`src/rtl/program_counter.sv`:
```
// program_counter: architectural PC register; loads load_val every cycle, synchronous reset to RESET_VAL
module program_counter #(
  parameter int WIDTH = 5,
  parameter logic [WIDTH-1:0] RESET_VAL = '0
) (
  input  logic             clk,
  input  logic             rst,
  input  logic [WIDTH-1:0] load_val,
  output logic [WIDTH-1:0] pc
);
  logic [WIDTH-1:0] pc_q, pc_d;
  always_comb pc_d = rst ? RESET_VAL : load_val;
  always_ff @(posedge clk) pc_q <= pc_d;
  assign pc = pc_q;
endmodule

```
`config.mk`:
```
export PLATFORM = sky130hd
export DESIGN_NAME = program_counter
export DESIGN_NICKNAME = d
export VERILOG_FILES = /design/src/rtl/program_counter.sv
export SDC_FILE = /design/constraint.sdc
export NUM_CORES = 1
export LEC_CHECK = 0
export BUFFER_PORTS_ARGS = -buffer_cell sky130_fd_sc_hd__buf_2
export CORE_AREA = 5 5 42 44
export CTS_CLUSTER_DIAMETER = 100
export DETAILED_ROUTE_END_ITERATION = 10
export DIE_AREA = 0 0 47 49
export HOLD_SLACK_MARGIN = 0.05
export SLEW_MARGIN = 15
export SYNTH_ARGS = -nofsm -noshare
export SYNTH_HDL_FRONTEND = slang
export SYNTH_SLANG_ARGS = --single-unit
```
`constraint.sdc`:
```
create_clock -name clk -period 0.9 [get_ports clk]
set_input_delay 0.18 -clock clk [delete_from_list [all_inputs] [get_ports clk]]
set_output_delay 0.18 -clock clk [all_outputs]
set_load 0.01 [all_outputs]
```
==> results of run 1 <==
==> area by class of cell <==
class | instances | area, um^2
clock buffers | 4 | 26.28
multi-input cells | 5 | 31.28
well taps | 16 | 20.02
flip-flops and latches | 5 | 100.1
repair buffers | 11 | 55.05
fillers | 166 | 1169
==> metal layers <==
metal	share of wire [%]	routed length (um)	global-route usage, %	up-vias
li1	-	-	-	60
met1	45	153	5.298	35
met2	17	58	2.941	16
met3	37	126	8.118	0
met4	0	0	2.765	0
met5	0	0	0	-
==> logic make-up (layout without fill, tap and decap cells) <==
group / Yosys count / after routing / synth area share (%)
flip-flops: 5 / 5 / 76.19
AND/OR/NAND/NOR: 5 / 5 / 23.81
buffers and inverters: 0 / 15 / 0
==> cells in the final DEF, fill, tap and decap left out, drive strengths merged <==
cell type | synthesis | routed
buf | 0 | 11
clkbuf | 0 | 4
dfxtp | 5 | 5
nor2b | 5 | 5
==> power groups by stage <==
stage               clock network [mW]  logic [mW]  registers [mW]
CTS                              0.273      0.0417           0.237
global placement                     0      0.0414           0.240
detailed placement                   0      0.0416           0.241
finish                           0.258      0.0407           0.237
global route                     0.299      0.0461           0.238
floorplan                            0     0.00734           0.248
==> how the worst max path moves through the flow <==
| stage | startpoint | cells after the start | slack [ns] | to |
|---|---|---|---|---|
| finish | pc[0]$_SDFF_PP0_ | 1 | 0.05 | pc[0] |
| detailed placement | pc[0]$_SDFF_PP0_ | 1 | 0.30 | pc[0] |
| CTS | pc[0]$_SDFF_PP0_ | 1 | 0.04 | pc[0] |
| floorplan | pc[0]$_SDFF_PP0_ | 0 | 0.39 | pc[0] |
| global route | pc[0]$_SDFF_PP0_ | 1 | 0.0003 | pc[0] |
| global placement | pc[1]$_SDFF_PP0_ | 1 | 0.31 | pc[1] |
==> results.cfg, run 1 <==
[logic_synthesis]
synth-seq-cells = 5
number_of_enable_type_register_cells_in_the_synthesized_netlist = 0
synth_commonest_cells = sky130_fd_sc_hd__dfxtp_1 (5), sky130_fd_sc_hd__nor2b_1 (5)
ys_seq_area_share_pct = 76.19
synth_top_area_share_pct = 76.19
mean_cell_area_of_the_mapped_netlist_um2 = 13.14
area_of_the_mapped_netlist_um2 = 131.4
synthCells = 10
synthFlopType = sky130_fd_sc_hd__dfxtp_1
yosysWarningCount = 0
postSynthNetCount = 17
synth_async_sr_flop_share_pct = 0
synth.largest_area_cell = sky130_fd_sc_hd__dfxtp_1
post_synth_num_cell_types = 2
yosys-top-cells-area = sky130_fd_sc_hd__dfxtp_1 (76%), sky130_fd_sc_hd__nor2b_1 (24%)

[layout]
areaGrowthSynthToFinish_pct = 77.14
antennaDiodeCount = 0
drive_above_1_share_pct = 56.00
final_nets = 33
final_cell_count_no_fill = 41
fin_area_um2 = 232.7
layout.core_utilization_pct = 16.61
largest_register_ff_count = 5

[global_routing]
grt_max_degree = 6
grt_use_total_pct = 4.584
grt_pass1_vias = 129
initial_antenna_violation_count = 0
grt_remaining_overflow = 0
grt_pass1_wl_um = 558

[floorplanning]
design.die.area_um2 = 2303
num_rows = 14
design.portCount = 12
die_height_um = 49
initial_utilization_pct = 9.375
die_w_um = 47
core_um2 = 1401

[hold_path]
hold_end = pc[3]$_SDFF_PP0_
hold_path.startpoint = rst
worst_hold_path_type = in2reg
hold-path-cell-count = 2

[sta]
setup_viol_count_final = 0
timing.hold.ws_ns = 0.1540
report.final.hold_viol_count = 0
rsz0062_at_grt = no
post-route-min-period_ns = 0.8453
timing.slew.headroom_pct = 91.76
timing.final.crit_share_pct = 93.92
setup_ws_ns = 0.05471
timing.fmax_mhz = 1183
setup_tns_ns = 0
worst_slew_pin_slew_ns = 0.1233
slew_viol_final = 0

[detailed_routing]
firstDrtPassIters = 2
vias = 111
drt_wirelength_um = 338
vias_per_cell = 2.707
drt_first_iter_violations = 1
drt_drc_violations_left = 0
ant_nets = 0
average_routed_wire_per_standard_cell_um = 8.244

[placement]
placed_inst_area_um2 = 206.4
gpl.final_weighted_congestion = 0.6389
portBuffers = 11
pre_cts_ws_ns = 0.3042
dp_cell_count = 37

[worst_setup_path]
critPathRequiredTime_ns = 0.72
timing.critical_path.cells = buf_2
timing_worst_setup_path_type = reg2out
worst_ep_arrival_time_ns = 0.67
category_of_the_worst_setup_path_launch_point = register
cp_num_buf_inv = 1
cell_class_contributing_the_biggest_share_of_worst_path_delay = flip-flops
path_max_fanout = 1
worstSetupEndpointType = primary output
critical-path-max-stage-delay_ns = 0.30
crit_slowest_cell = sky130_fd_sc_hd__dfxtp_1

[power_and_ir_drop]
power.density_cell_area_nw_per_um2 = 2302
power.switching_fraction_pct = 20.82
power.static_leakage_nw = 0.1150
power.internal_mw = 0.4242
total_power_mw = 0.5357
switching_power_mw = 0.1115
power.share.combinational_pct = 7.6
p_clk_share_pct = 48.2
peak_supply_drop_mv = 0.7483
share_seq_of_total_power_pct = 44.2

[flow_run]
drv.max_cap_violation_count = 0

[status]
outcome = finished, final reports clean

[clock_tree]
clock_pin_slew_of_the_registers_on_the_worst_case_setup_and_hold_paths_ns = 0.04
cts.sink_count = 5
numCtsBuffers = 3
cts-root-buf = sky130_fd_sc_hd__clkbuf_4
htree_num_levels = 1
cts-resized-gates = 0
postCtsSetupRepairBufs = 0
clock_tree_from_tritoncts = done
cts-root-to-sink-buffers = 2
cts_hold_buf = 0
(Power assumes the default switching activity.)
==> run 2: changes to the inputs <==
--- a/config.mk
+++ b/config.mk
@@ -11,6 +11,7 @@
 export DETAILED_ROUTE_END_ITERATION = 10
 export DIE_AREA = 0 0 47 49
 export HOLD_SLACK_MARGIN = 0.05
+export PLACE_DENSITY = 0.3
 export SLEW_MARGIN = 15
 export SYNTH_ARGS = -nofsm -noshare
 export SYNTH_HDL_FRONTEND = slang
==> results.cfg, run 2 (synthesized netlist as in run 1, its figures left out) <==
[power_and_ir_drop]
peak_supply_drop_mv = 0.6585
power.share.combinational_pct = 7.5
switching_power_mw = 0.1141
power.static_leakage_nw = 0.1177
p_clk_share_pct = 48.1
share_seq_of_total_power_pct = 44.5
power.internal_mw = 0.4169
power.switching_fraction_pct = 21.49
power.density_cell_area_nw_per_um2 = 2270

[clock_tree]
cts-root-buf = sky130_fd_sc_hd__clkbuf_4
clock_tree_from_tritoncts = done
cts.sink_count = 5
postCtsSetupRepairBufs = 0
clock_pin_slew_of_the_registers_on_the_worst_case_setup_and_hold_paths_ns = 0.05
cts_hold_buf = 0
numCtsBuffers = 3
cts-resized-gates = 0
htree_num_levels = 1
cts-root-to-sink-buffers = 2

[layout]
largest_register_ff_count = 5
final_nets = 33
areaGrowthSynthToFinish_pct = 78.09
drive_above_1_share_pct = 60.00
final_cell_count_no_fill = 41
most_frequent_standard_cell_in_the_layout_excluding_fill_and_tap_cells = sky130_fd_sc_hd__buf_2
antennaDiodeCount = 0
commonest_cells_after_routing_fill_and_taps_aside = sky130_fd_sc_hd__buf_2 (11), sky130_fd_sc_hd__nor2b_1 (5), sky130_fd_sc_hd__dfxtp_1 (5)
fillCellCount = 161
layout.core_utilization_pct = 16.70

[sta]
setup_tns_ns = 0
timing.fmax_mhz = 1168
slew_viol_final = 0
report.final.hold_viol_count = 0
timing.slew.headroom_pct = 94.25
worst_slew_pin_slew_ns = 0.08626
post-route-min-period_ns = 0.8562
timing.final.crit_share_pct = 95.14
rsz0062_at_grt = no
setup_viol_count_final = 0

[worst_setup_path]
critPathRequiredTime_ns = 0.72
worst_ep_arrival_time_ns = 0.68
critical-path-max-stage-delay_ns = 0.31
timing.critical_path.cells = buf_2
worstSetupEndpointType = primary output
category_of_the_worst_setup_path_launch_point = register
crit_slowest_cell = sky130_fd_sc_hd__dfxtp_1
timing_worst_setup_path_type = reg2out
cell_class_contributing_the_biggest_share_of_worst_path_delay = flip-flops
cp_num_buf_inv = 1
path_max_fanout = 1

[detailed_routing]
vias = 118
firstDrtPassIters = 1
drt_wirelength_um = 305
drt_first_iter_violations = 0
vias_per_cell = 2.878
ant_nets = 0
average_routed_wire_per_standard_cell_um = 7.439
drt_drc_violations_left = 0

[global_routing]
grt_use_total_pct = 3.237
grt_max_degree = 6
initial_antenna_violation_count = 0
grt_remaining_overflow = 0
grt_pass1_wl_um = 489
grt_pass1_vias = 129

[floorplanning]
die_height_um = 49
num_rows = 14
design.die.area_um2 = 2303
die_w_um = 47
design.portCount = 12
initial_utilization_pct = 9.375
core_um2 = 1401

[placement]
gpl.final_weighted_congestion = 0.6113
dp_cell_count = 37
portBuffers = 11

[hold_path]
worst_hold_path_type = in2reg

[flow_run]
drv.max_cap_violation_count = 0

[status]
outcome = finished, final reports clean
run 2: per-layer routing:
metal | track usage, % | vias up | wire length (um) | part of all wire, %
met5 | 0 | - | 0 | 0
li1 | - | 60 | - | -
met4 | 1.382 | 0 | 0 | 0
met3 | 3.690 | 0 | 39 | 13
met1 | 2.632 | 51 | 105 | 34
met2 | 4.751 | 7 | 160 | 52
run 2: per-stage QoR:
step | setup WS (ns) | hold slack (ns) | total power, mW | cell area (um^2)
6_report | 0.04378 | 0.1460 | 0.5310 | 234.0
4_1_cts | 0.02366 | 0.1389 | 0.5476 | 234.0
5_1_grt | 0.004472 | 0.1479 | 0.5638 | 234.0
3_5_place_dp | 0.3030 | 0.3961 | 0.2817 | 206.4
2_1_floorplan | 0.3892 | 0.2516 | 0.2549 | 131.4
3_3_place_gp | 0.3128 | 0.3896 | 0.2804 | 206.4
run 2: cell type report:
cell class | instances | area [um^2] | share of cell area (%)
sequential | 5 | 100.1 | 42.78
multi-input combinational | 5 | 31.28 | 13.37
timing repair buffer | 11 | 55.05 | 23.53
clock buffer | 3 | 22.52 | 9.626
tap | 16 | 20.02 | 8.556
clock inverter | 1 | 5.005 | 2.139
run 2: path summary, 6_finish.rpt:
path | startpoint | to | depth (start not counted)
worst min-delay path | load_val[0] | pc[0]$_SDFF_PP0_ | 2
worst max-delay path | pc[3]$_SDFF_PP0_ | pc[3] | 1
run 2: power by group through the flow:
| stage | Combinational [mW] | Clock (mW) | Sequential [mW] |
|---|---|---|---|
| floorplan | 0.00734 | 0 | 0.248 |
| global placement | 0.0399 | 0 | 0.240 |
| detailed placement | 0.0412 | 0 | 0.241 |
| CTS | 0.0410 | 0.270 | 0.236 |
| global route | 0.0455 | 0.282 | 0.237 |
| finish | 0.0396 | 0.255 | 0.236 |
